**config.mk**
```make
export PLATFORM = sky130hd
export DESIGN_NAME = left_shift
export DESIGN_NICKNAME = d
export VERILOG_FILES = /design/src/rtl/left_shift.sv
export SDC_FILE = /design/constraint.sdc
export NUM_CORES = 1
export LEC_CHECK = 0
export CAP_MARGIN = 20
export CORE_MARGIN = 2
export CORE_UTILIZATION = 53
export DETAILED_ROUTE_END_ITERATION = 16
export HOLD_SLACK_MARGIN = 0.02
export PLACE_DENSITY = 0.84
export SLEW_MARGIN = 10
export SYNTH_ARGS = -nofsm -noshare
export SYNTH_HDL_FRONTEND = slang
export SYNTH_SLANG_ARGS = --single-unit
```
**constraint.sdc**
```tcl
create_clock -name clk -period 3.7 [get_ports clk]
set_clock_uncertainty 0.05 [all_clocks]
set_input_delay 0.74 -clock clk [delete_from_list [all_inputs] [get_ports clk]]
set_output_delay 0.74 -clock clk [all_outputs]
set_load 0.05 [all_outputs]
```
**src/rtl/left_shift.sv**
```systemverilog
// left_shift: clocked logical left-shift stage with valid/ready handshakes on
// both sides. The shift is applied when a token is captured, and a small
// in-order buffer holds the shifted tokens. The buffer is a shift register:
// entry 0 is always the head, so out_data comes straight from a register.
module left_shift #(
  parameter int WIDTH = 11,
  parameter int SHIFT = 1,
  parameter int DEPTH = 2
) (
  input  logic             clk,
  input  logic             rst_n,
  input  logic             in_valid,
  output logic             in_ready,
  input  logic [WIDTH-1:0] in_data,
  output logic             out_valid,
  input  logic             out_ready,
  output logic [WIDTH-1:0] out_data
);

  localparam int CW = $clog2(DEPTH + 1);

  logic [WIDTH-1:0] mem_q [DEPTH];
  logic [WIDTH-1:0] mem_d [DEPTH];
  logic [CW-1:0]    count_q;
  logic [CW-1:0]    count_d;
  logic [WIDTH-1:0] shiftedData;
  logic [CW-1:0]    wrIdx;
  logic             push;
  logic             pop;

  // Logical shift: MSBs fall off the top, zeros fill the bottom.
  assign shiftedData = in_data << SHIFT;

  // Ready depends only on occupancy, and is held low while reset is asserted.
  assign in_ready  = rst_n && (int'(count_q) < DEPTH);
  assign out_valid = (count_q != '0);
  assign out_data  = mem_q[0];

  assign push = in_valid && in_ready;
  assign pop  = out_valid && out_ready;

  // A token pushed together with a pop lands one slot lower, because the
  // head moves out on the same edge.
  assign wrIdx = pop ? (count_q - CW'(1)) : count_q;

  // Next-state logic: shift the buffer on pop, then drop a new token into
  // the first free slot. On a pop that empties the buffer the head slot is
  // left untouched, so out_data keeps showing the last token sent.
  always_comb begin
    mem_d   = mem_q;
    count_d = count_q;
    if (pop) begin
      for (int i = 0; i < DEPTH - 1; i++) begin
        if (i + 1 < int'(count_q)) begin
          mem_d[i] = mem_q[i+1];
        end
      end
    end
    if (push) begin
      for (int i = 0; i < DEPTH; i++) begin
        if (CW'(i) == wrIdx) begin
          mem_d[i] = shiftedData;
        end
      end
    end
    case ({push, pop})
      2'b10:   count_d = count_q + CW'(1);
      2'b01:   count_d = count_q - CW'(1);
      default: count_d = count_q;
    endcase
  end

  // State registers: reset empties the buffer and clears all stored data.
  always_ff @(posedge clk or negedge rst_n) begin
    if (!rst_n) begin
      count_q <= '0;
      for (int i = 0; i < DEPTH; i++) begin
        mem_q[i] <= '0;
      end
    end else begin
      count_q <= count_d;
      for (int i = 0; i < DEPTH; i++) begin
        mem_q[i] <= mem_d[i];
      end
    end
  end

endmodule

```
---- Yosys cells after proc, flatten, opt, wreduce, memory -nomap -nowiden ----
Cells that the tools add are included.
cells by class
  add/sub/neg operators ................... 2
  $mul .................................... 0
  divide/modulo/power cells ............... 0
  magnitude comparators ................... 2
  eq/ne operators ......................... 3
  shifts and indexed selects .............. 0
  multiplexer cells ....................... 7
  bitwise logic cells ..................... 0
  reductions and logical operators ........ 7
operators by type and width
  kind                                                                   count
  11-bit two-way mux                                                     4
  22-bit two-way mux                                                     1
  2-bit one-hot mux with 2 select lines                                  1
  2-bit nonzero test                                                     2
  1-bit logical AND                                                      3
  2-bit by 1-bit adder with 2-bit output, second input constant          1
  1-bit by 2-bit equality test with 1-bit output, first input constant   1
  2-bit by 1-bit equality test with 1-bit output, second input constant  1
  2-bit equality test, second input constant                             1
  2-bit logical NOT                                                      1
  1-bit by 2-bit < comparator with 1-bit output, first input constant    1
  2-bit < comparator, second input constant                              1
  2-bit two-way mux                                                      1
  2-bit AND reduction                                                    1
  2-bit by 1-bit subtractor with 2-bit output, second input constant     1
word-level totals
  register bits ........................... 23
  latch bits .............................. 0
  memory bits (writable) .................. 0
  memory bits (read-only) ................. 0
  bits of input ports ..................... 15
  output and inout port bits .............. 13
  word-level logic and storage cells ...... 24
  memories kept ........................... 0

---- Longest topological paths before layout ----
Gate-level depths: netlist of run 1.
  word-level depth ........................ 6
  mapped depth ............................ 8
  mapped depth without buffers ............ 7

---- Worst setup path after synthesis of run 1 ----
No wires, ideal clock.
  kind .................................... in2out
  start point ............................. input port rst_n
  end point ............................... output port in_ready
  data arrival time ....................... 1.447 ns
  required time ........................... 2.910 ns
  slack ................................... 1.463 ns
  cell stages on the path ................. 1
  buffers on the path ..................... 0
  path through ............................ nor2b_1
on the way
  word-level cells in the longest chain between the ends .. 1
ends and longest elaborated chain
  what                line  RTL
  start: declaration  11    input logic rst_n,
  1-bit logical AND   35    assign in_ready = rst_n && (int'(count_q) < DEPTH);
  end: declaration    13    output logic in_ready,
Every way passes these cells.

---- Worst setup path in the final report of run 1 ----
  start point ............................. register count_q[0]
  end point ............................... output port out_valid
on the way
  word-level cells in the longest chain between the ends .. 1
ends and longest elaborated chain
  what                      line  RTL
  start: declaration        24    logic [CW-1:0] count_q;
  start signal: assignment  81    count_q <= count_d;
  2-bit nonzero test        36    assign out_valid = (count_q != '0);
  end: declaration          15    output logic out_valid,
Every way passes these cells.

==> results of run 1 <==
flip-flops by register name, indices dropped and copies added (netlist names):
name / count
count_q: 2
out_data: 11
mem_q: 10
cell type report:
type | instances | area share
clock inverters | 1 | 0.00337
multi-input cells | 46 | 0.363
well taps | 28 | 0.0236
flip-flops and latches | 23 | 0.388
repair buffers | 28 | 0.192
clock buffers | 3 | 0.0152
inverters | 5 | 0.0143
final timing paths:
check / depth (start not counted) / start / slack [ps] / endpoint
worst max-delay path: 4 / count_q[0] / 920 / out_valid
worst min-delay path: 1 / mem_q[5] / 470 / mem_q[5]
worst max register to register: 5 / count_q[0] / 1480 / out_data[10]
worst min register to register: 1 / mem_q[5] / 470 / mem_q[5]
max in group asynchronous: 2 / rst_n / 2570 / out_data[2]
min in group asynchronous: 2 / rst_n / 800 / mem_q[7]
power by group through the flow:
stage	clock (mW)	sequential, mW	combinational [mW]
2_1_floorplan	0	0.433	0.723
3_3_place_gp	0	0.446	0.817
3_5_place_dp	0	0.456	0.837
4_1_cts	0.124	0.449	0.841
5_1_grt	0.131	0.465	0.885
6_report	0.116	0.448	0.834
cells by family after synthesis:
family / Yosys count / synth area share
compound gates: 3 / 0.0182
mux: 30 / 0.300
simple gates: 7 / 0.0506
flops: 23 / 0.465
xor+xnor: 3 / 0.0364
fa+ha+maj: 3 / 0.0303
buf+inv: 18 / 0.0991
Yosys cell counts:
master | count | share of area
o21ai_0 | 2 | 0.0081
o211ai_2 | 1 | 0.010
nor3_2 | 1 | 0.0081
buf_6 | 1 | 0.0091
mux2_1 | 1 | 0.0091
mux2_2 | 20 | 0.18
buf_4 | 12 | 0.073
mux2_4 | 9 | 0.11
nand2_1 | 1 | 0.0030
nor2b_1 | 1 | 0.0051
and3b_1 | 2 | 0.014
inv_1 | 4 | 0.012
dfrtp_1 | 23 | 0.47
xnor2_1 | 2 | 0.014
inv_4 | 1 | 0.0051
xnor2_4 | 1 | 0.022
nand2b_4 | 1 | 0.011
nor2_4 | 1 | 0.0091
ha_1 | 3 | 0.030
metal layers:
| layer | part of all wire | vias to the layer above |
|---|---|---|
| met5 | 0 | - |
| met4 | 0.015 | 0 |
| met3 | 0.041 | 4 |
| met2 | 0.51 | 19 |
| met1 | 0.44 | 339 |
| li1 | - | 323 |
layout by cell type (no fill, tap or decap), drive strengths merged, types with 2 or more instances in the layout:
cell type and count:
buf 3, xnor2 3, and3b 2, ha 3
dfrtp 23, clkbuf 3, clkdlybuf4s50 25, o21ai 2
mux2 30, inv 5
per-stage QoR:
step	utilization	hold WS [ps]
after floorplan	-	394
after CTS	0.671	470
after detailed placement	0.658	441
after global placement	0.658	433
final	0.671	467
after global routing	0.671	486
critical path, cell delays in order (launching register included):
cell	delay, ps
dfrtp_1	530
inv_1	80
ha_1	210
inv_1	60
clkdlybuf4s50_1	790
==> summary.txt, run 1 <==
Detailed routing
  – Vias/cell: 5.11
  – DRT iter0 DRCs: 6
  – Vias: 685
  – WL per Instance: about 14 µm
  – Post-route antenna net violation count: 0
  – Router iterations before antenna repair: 4
  – Total wire length: 1.94 mm
  – Drt drc: 0

Power and ir drop
  – Leakage power: 0.666 nW
  – Clock Power Share: 0.083
  – Max VDD drop: approximately 0.00061 V
  – Psw: roughly 0.57 mW
  – Final Power: about 1.4 mW
  – Combinational share of power: 0.597
  – Sequential power share: 0.320
  – Power Density: 942 mW/mm²
  – Sw Share: 0.409
  – Pint: about 0.83 mW

Hold path
  – Tightest Hold Check Type: flop to flop

Place
  – Pre-CTS setup slack: roughly 1100 ps
  – Detail Placement HPWL: 1.41 mm
  – Final GP Congestion: 0.687
  – Placed instance area: 0.00146 mm²
  – PortBufs: 26
  – Post-Place Cells: 130

Global route
  – GR peak layer: met2
  – Initial antenna violation count: 0
  – Largest net degree at the start of global routing: 24
  – Vias in the first global route: 696
  – GRT Total Usage: 0.171
  – GR Util met1: 0.202
  – GR Layer Usage met2: 0.288
  – First-pass GRT wire length: 3.22 mm
  – Met3 usage: 0.0371
  – GR Overflow Total: 0

Clocking
  – H-tree Lvls: 1
  – CTS resizes: 0
  – Clk_lat worst skew: 310 ps
  – Root Buffer: clkbuf_4
  – Clock Path Buffers: 2
  – Worst-path clk slew: 120 ps
  – # Post-CTS Setup Buffers: 0
  – Hold Buf Count CTS: 0
  – Total CTS buffers: 3
  – CTS tree: yes
  – Sink Count: 23

Timing
  – Worst Tran Pin Value: 827 ps
  – Setup TNS: 0 ps
  – RSZ-0062 raised after global routing: no
  – Final setup vio count: 0
  – Max_slew headroom: 0.447
  – Min Tclk post-route: approximately 2800 ps
  – Endpoints failing hold: 0
  – Pins Over Slew Limit: 0
  – Crit share post-route: 0.751
  – Fmax: 360 MHz
  – Setup ws final: 921 ps

Floorplan
  – Vert. Die Dim: 52.3 µm
  – Initial Util: 0.559
  – Die ar.: 0.00274 mm²
  – Die span in x: 52.3 µm
  – Num rows: 17
  – Core area: 0.00221 mm²
  – # IOs: 28

Cells and area
  – Antenna Cells: 0
  – Sequential Area: 576 µm²
  – Final #Nets: 125
  – Layout fillers: 165
  – Layout cell share with drive strength beyond 1: 0.396
  – Footprint of the multi-input gates: between 500 and 600 µm²
  – Final instance area: 0.00148 mm²
  – Area delta synth->final: 19.9%
  – Fin cells: between 100 and 150

Logic synthesis
  – Synthesized cell area: between 0.001 and 0.0015 mm²
  – Synthesized netlist cell count: 87
  – Sequential area share after synthesis: 0.465
  – Syn_area_per_cell: 14.2 µm²
  – Synth warn: 0
  – Yosys reg bits: 23
  – Syn nets: between 100 and 150
  – Synth cell types: 19

Worst setup path
  – Crit path capture type: output port
  – CP Data Required Time: 2910 ps
  – Worst path arrival time: 1990 ps
  – Worst-path maximum fanout: 4
  – Critical path class: flop to output port
  – Critical Path Start Type: flop

Outcome
  – Status: finished, final reports clean

Run
  – Max Cap Viol: 0
Note: power is estimated with default switching activity, not from simulation.
==> inputs of run 2 (changes only) <==
--- a/config.mk
+++ b/config.mk
@@ -7,10 +7,10 @@
 export LEC_CHECK = 0
 export CAP_MARGIN = 20
 export CORE_MARGIN = 2
-export CORE_UTILIZATION = 53
+export CORE_UTILIZATION = 44
 export DETAILED_ROUTE_END_ITERATION = 16
 export HOLD_SLACK_MARGIN = 0.02
-export PLACE_DENSITY = 0.84
+export PLACE_DENSITY = 0.74
 export SLEW_MARGIN = 10
 export SYNTH_ARGS = -nofsm -noshare
 export SYNTH_HDL_FRONTEND = slang
==> constraint.sdc (replaced) <==
create_clock -name clk -period 2.3 [get_ports clk]
set_clock_uncertainty 0.05 [all_clocks]
set_input_delay 0.46 -clock clk [delete_from_list [all_inputs] [get_ports clk]]
set_output_delay 0.46 -clock clk [all_outputs]
set_load 0.05 [all_outputs]
==> run 2 against run 1 <==
Compared with the run above:
- via count increased by 0.29%
- utilization is 11 points lower
- worst hold slack lost 27 ps
- combinational power is 61% higher
- clock-buffer cell count unchanged
- worst setup slack got worse by 680 ps
- first-iteration DRC count increased by 33%
- register-to-register slack lost 1200 ps
- final cell count is 4.5% higher
- die area up 19%
- routed wire length shrank 4.3%
==> summary.txt, run 2 (synthesis gave the netlist of run 1 again) <==
Power and ir drop
  – Final Power: 2.24 mW (+60%)
  – Psw: 0.903 mW (+58%)
  – Sw Share: 0.403 (-0.00547)
  – Pint: 1.34 mW (+62%)
  – Sequential power share: 0.319 (about the same)
  – Max VDD drop: 0.000922 V (+51%)
  – Leakage power: 0.681 nW (+2.2%)
  – Combinational share of power: 0.599 (+0.002)
  – Clock Power Share: 0.081 (-0.002)
  – Power Density: 1480 mW/mm² (+58%)

Cells and area
  – Area delta synth->final: 21.8%
  – Layout cell share with drive strength beyond 1: 0.422 (+0.0258)
  – Antenna Cells: 0 (unchanged)
  – Most common cell after layout, fill and taps aside: clkdlybuf4s50_1
  – Layout fillers: 246 (+49%)
  – Max reg flops: 11 (unchanged)
  – Final core utilization: 0.556 (-0.114)
  – Sequential Area: 576 µm² (unchanged)
  – Most frequent cells in the layout: 24 x clkdlybuf4s50_1, 23 x dfrtp_1, 20 x mux2_2
  – Footprint of the multi-input gates: 539 µm² (unchanged)
  – Final #Nets: 128 (+2.4%)

Worst setup path
  – Worst-case reg-to-reg path depth: 7 (+2)
  – CP Data Required Time: 1790 ps (-1120 ps)
  – Crit path buf inv count: 3 (unchanged)
  – Critical Path Start Type: primary input
  – Critical path cell sequence: clkdlybuf4s50_1 > buf_4 > nor2b_1 > buf_12
  – Beginning of the critical path: rst_n
  – Delay-heaviest family, CP: buffers and inverters
  – Worst path arrival time: 1550 ps (-440 ps)
  – Worst-path maximum fanout: 7 (+3)
  – Critical path class: primary input to output port
  – Levels on crit path: 4 (unchanged)
  – Max incr delay on CP: 510 ps (-280 ps)
  – Crit path capture type: output port
  – Flop2flop setup slack: 260 ps (-1220 ps)
  – Highest-delay cell along the critical path: clkdlybuf4s50_1
  – Worst r2r src: count_q[0]
  – RR Endpoint: out_data[7]

Clocking
  – H-tree Lvls: 1 (unchanged)
  – Clock Path Buffers: 2 (unchanged)
  – Total CTS buffers: 3 (unchanged)
  – Clk_lat worst skew: 300 ps (about the same)
  – # Post-CTS Setup Buffers: 0 (unchanged)
  – Worst-path clk slew: 120 ps (about the same)
  – Hold Buf Count CTS: 0 (unchanged)
  – CTS tree: yes
  – Root Buffer: clkbuf_4
  – CTS resizes: 0 (unchanged)
  – Sink Count: 23 (unchanged)

Timing
  – Worst Tran Pin Value: 494 ps (-333 ps)
  – Fmax: 485 MHz
  – Pins Over Slew Limit: 0 (unchanged)
  – Max_slew headroom: 0.670 (+0.223)
  – RSZ-0062 raised after global routing: no
  – Endpoints failing hold: 0 (unchanged)
  – Setup ws final: 237 ps (-684 ps)
  – WHS: 441 ps (-26.8 ps)
  – Setup TNS: 0 ps (unchanged)
  – Crit share post-route: 0.897
  – Min Tclk post-route: a little over 2000 ps
  – Final setup vio count: 0 (unchanged)

Global route
  – First-pass GRT wire length: 3.33 mm (+3.2%)
  – GR Overflow Total: 0 (unchanged)
  – Largest net degree at the start of global routing: 18 (-25%)
  – Vias in the first global route: 753 (+8.2%)
  – GRT Total Usage: 0.133 (-0.0377)
  – Initial antenna violation count: 0 (unchanged)

Floorplan
  – Initial Util: 0.457 (-0.103)
  – Vert. Die Dim: 57.0 µm (+9.0%)
  – Core area: 0.00271 mm² (+23%)
  – Die ar.: 0.00325 mm² (+19%)
  – # IOs: 28 (unchanged)
  – Num rows: 19 (+2)
  – Die span in x: 57.0 µm (+9.0%)

Place
  – Detail Placement HPWL: 1.44 mm (+2.1%)
  – Final GP Congestion: 0.699 (+1.7%)
  – PortBufs: 26 (unchanged)
  – Pre-CTS setup slack: 104 ps (-996 ps)

Detailed routing
  – Router iterations before antenna repair: 2 (-2)
  – WL per Instance: 13.3 µm (-8.4%)
  – Post-route antenna net violation count: 0 (unchanged)
  – Vias/cell: 4.91 (-4.0%)
  – Total wire length: 1.86 mm (-4.3%)
  – DRT iter0 DRCs: 8 (+2)
  – Vias: 687 (+0.29%)
  – Drt drc: 0 (unchanged)

Run
  – Max Cap Viol: 0 (unchanged)

Hold path
  – Tightest Hold Check Type: primary input to asynchronous set/reset pin

Outcome
  – Status: finished, final reports clean
==> run 2: cell count changes in the layout (fill, tap and decap cells not counted) <==
cell and delta:
clkdlybuf4s50_1 -1, buf_4 +4
==> run 2: worst max-delay path by stage <==
stage,end,slack [ps]
after floorplan,out_data[2],330
after CTS,in_ready,220
final,in_ready,240
after global placement,mem_q[3],120
after global routing,out_data[7],130
after detailed placement,mem_q[1],100
==> run 2: layout make-up <==
cell class | instances | share of cell area
clock buffer | 3 | 0.0149
clock inverter | 1 | 0.00332
inverter | 5 | 0.0141
multi-input combinational | 46 | 0.358
sequential | 23 | 0.382
tap | 31 | 0.0257
timing repair buffer | 31 | 0.202
==> run 2: worst register-to-register path, delay by kind of cell, from the launching register on <==
kind	cells	cell delay (ps)
fa+ha+maj	1	210
buf+inv	2	260
flops	1	520
mux	2	580
simple gates	2	300
==> run 2: routing by layer <==
metal / share of wire / track usage
met1: 0.45 / 0.174
met3: 0.053 / 0.0295
met2: 0.49 / 0.217
met4: 0.0043 / 0.0498
met5: 0 / 0
==> run 2: metrics by stage <==
stage / cell area (µm²) / std cells
after floorplan: 1240 / 87
after global placement: 1480 / 136
after detailed placement: 1480 / 136
after CTS: 1510 / 140
after global routing: 1510 / 140
final: 1510 / 140
==> run 2: power groups by stage <==
stage | Clock (mW) | Sequential [mW] | Combinational [mW]
floorplan | 0 | 0.696 | 1.16
global placement | 0 | 0.718 | 1.33
detailed placement | 0 | 0.731 | 1.35
CTS | 0.192 | 0.720 | 1.36
global route | 0.220 | 0.745 | 1.43
finish | 0.182 | 0.715 | 1.34
==> inputs of run 3 (changes only) <==
--- a/config.mk
+++ b/config.mk
@@ -5,12 +5,14 @@
 export SDC_FILE = /design/constraint.sdc
 export NUM_CORES = 1
 export LEC_CHECK = 0
+export ABC_CLOCK_PERIOD_IN_PS = 2300
 export CAP_MARGIN = 20
 export CORE_MARGIN = 2
 export CORE_UTILIZATION = 44
 export DETAILED_ROUTE_END_ITERATION = 16
 export HOLD_SLACK_MARGIN = 0.02
 export PLACE_DENSITY = 0.74
+export SETUP_SLACK_MARGIN = 0.15
 export SLEW_MARGIN = 10
 export SYNTH_ARGS = -nofsm -noshare
 export SYNTH_HDL_FRONTEND = slang
==> run 3 against run 2 <==
Compared with the run above:
- clock power about the same
- sequential cell count unchanged
- routed wire length unchanged
- clock-buffer cell count unchanged
- utilization about the same
- fmax about the same
- critical endpoint unchanged
- largest cell class unchanged
- global-route usage unchanged
- critical path depth unchanged
- sequential share of layout area up 0.051 points
==> summary.txt, run 3 (synthesis gave the netlist of run 1 again) <==
Place
  – Pre-CTS setup slack: 104 ps (unchanged)
  – Detail Placement HPWL: 1.44 mm (unchanged)
  – Placed instance area: 0.00148 mm² (unchanged)
  – PortBufs: 26 (unchanged)
  – Final GP Congestion: 0.699 (unchanged)

Cells and area
  – Layout cell share with drive strength beyond 1: 0.431 (+0.00917)
  – Layout fillers: 245 (-0.41%)
  – Area delta synth->final: 21.9% (about the same)
  – Most frequent cells in the layout: 24 x clkdlybuf4s50_1, 22 x dfrtp_1, 20 x mux2_2
  – Most common cell after layout, fill and taps aside: clkdlybuf4s50_1
  – Antenna Cells: 0 (unchanged)
  – Max reg flops: 11 (unchanged)
  – Final instance area: 0.00151 mm² (about the same)
  – Final #Nets: 128 (unchanged)

Clocking
  – CTS tree: yes
  – Clock Path Buffers: 2 (unchanged)
  – Root Buffer: clkbuf_4
  – H-tree Lvls: 1 (unchanged)
  – Total CTS buffers: 3 (unchanged)
  – Worst-path clk slew: 120 ps (about the same)
  – Sink Count: 23 (unchanged)
  – Clk_lat worst skew: 300 ps (about the same)

Timing
  – Crit share post-route: 0.897 (about the same)
  – Setup TNS: 0 ps (unchanged)
  – Endpoints failing hold: 0 (unchanged)
  – Min Tclk post-route: 2060 ps (-0.0550 ps)
  – Fmax: 485 MHz (about the same)
  – Max_slew headroom: 0.670 (unchanged)
  – Pins Over Slew Limit: 0 (unchanged)
  – WHS: 440 ps (-0.0950 ps)
  – Final setup vio count: 0 (unchanged)
  – RSZ-0062 raised after global routing: no
  – Worst Tran Pin Value: 494 ps (unchanged)
  – Setup ws final: 237 ps (+0.0550 ps)

Detailed routing
  – Post-route antenna net violation count: 0 (unchanged)
  – Total wire length: 1.86 mm (unchanged)
  – Vias: 687 (unchanged)
  – Vias/cell: 4.91 (unchanged)
  – WL per Instance: 13.3 µm (unchanged)
  – Drt drc: 0 (unchanged)
  – Router iterations before antenna repair: 2 (unchanged)
  – DRT iter0 DRCs: 8 (unchanged)

Global route
  – GR Util met1: 0.174 (unchanged)
  – First-pass GRT wire length: 3.33 mm (unchanged)
  – GRT Total Usage: 0.133 (unchanged)
  – GR peak layer: met2
  – Initial antenna violation count: 0 (unchanged)
  – Largest net degree at the start of global routing: 18 (unchanged)
  – Vias in the first global route: 753 (unchanged)
  – GR Layer Usage met2: 0.217 (unchanged)
  – GR Overflow Total: 0 (unchanged)
  – Met3 usage: 0.0295 (unchanged)

Worst setup path
  – Critical Path Start Type: primary input
  – Worst-path maximum fanout: 7 (unchanged)
  – Flop2flop setup slack: 340 ps (+80 ps)
  – Crit path capture type: output port
  – Critical path class: primary input to output port
  – RR Endpoint: out_data[7]
  – Worst r2r src: count_q[0]
  – Worst path arrival time: 1550 ps (about the same)
  – CP Data Required Time: 1790 ps (about the same)
  – Worst-case reg-to-reg path depth: 7 (unchanged)

Floorplan
  – Die ar.: 0.00325 mm² (unchanged)
  – Die span in x: 57.0 µm (unchanged)
  – Core area: 0.00271 mm² (unchanged)
  – Num rows: 19 (unchanged)
  – Vert. Die Dim: 57.0 µm (unchanged)
  – Initial Util: 0.457 (unchanged)
  – # IOs: 28 (unchanged)

Power and ir drop
  – Leakage power: 0.680 nW (-0.15%)
  – Max VDD drop: 0.000922 V (about the same)
  – Power Density: 1480 mW/mm² (about the same)
  – Final Power: 2.24 mW (+0.11%)

Run
  – Max Cap Viol: 0 (unchanged)

Hold path
  – Tightest Hold Check Type: primary input to asynchronous set/reset pin

Outcome
  – Status: finished, final reports clean
-- run 3: cell counts in the layout (fill, tap and decap cells not counted) --
No cell type changed its count.
-- run 3: how the worst max path moves through the flow --
stage                     startpoint           to  cells after the start
after global routing           rst_n     in_ready                      4
after detailed placement       rst_n     mem_q[1]                      5
after global placement         rst_n     mem_q[3]                      5
after CTS                      rst_n     in_ready                      4
final                          rst_n     in_ready                      4
after floorplan           count_q[0]  out_data[2]                      7
-- run 3: layer usage --
layer	up-vias	wire length, µm
li1	326	-
met1	341	838
met3	2	98
met2	18	911
met5	-	0
met4	0	8
-- run 3: final cells by class --
class	count	area, µm²	area share
clock buffer	3	22.5	0.0149
clock inverter	1	5.00	0.00332
inverter	5	21.3	0.0141
multi-input combinational	46	539	0.357
sequential	23	577	0.382
tap	31	38.8	0.0257
timing repair buffer	31	305	0.202
-- run 3: power by group --
part	total (mW)	internal (mW)	switching (mW)
Sequential	0.717	0.606	0.111
Clock	0.182	0.0648	0.117
Combinational	1.34	0.667	0.674
Total	2.24	1.34	0.903
-- run 3: critical path, cell delays in order --
cell and delay (ps):
clkdlybuf4s50_1 510, buf_4 180, nor2b_1 230, buf_12 170
-- run 3: per-stage QoR --
stage,utilization,cells
after floorplan,-,87
after global placement,0.546,136
after detailed placement,0.546,136
after CTS,0.556,140
after global routing,0.557,140
final,0.557,140
-- run 3: timing repair --
action	4_1_cts	5_1_grt
hold buffers	0	0
setup buffers	0	0
resized for setup	0	1
setup endpoints to repair	0	2
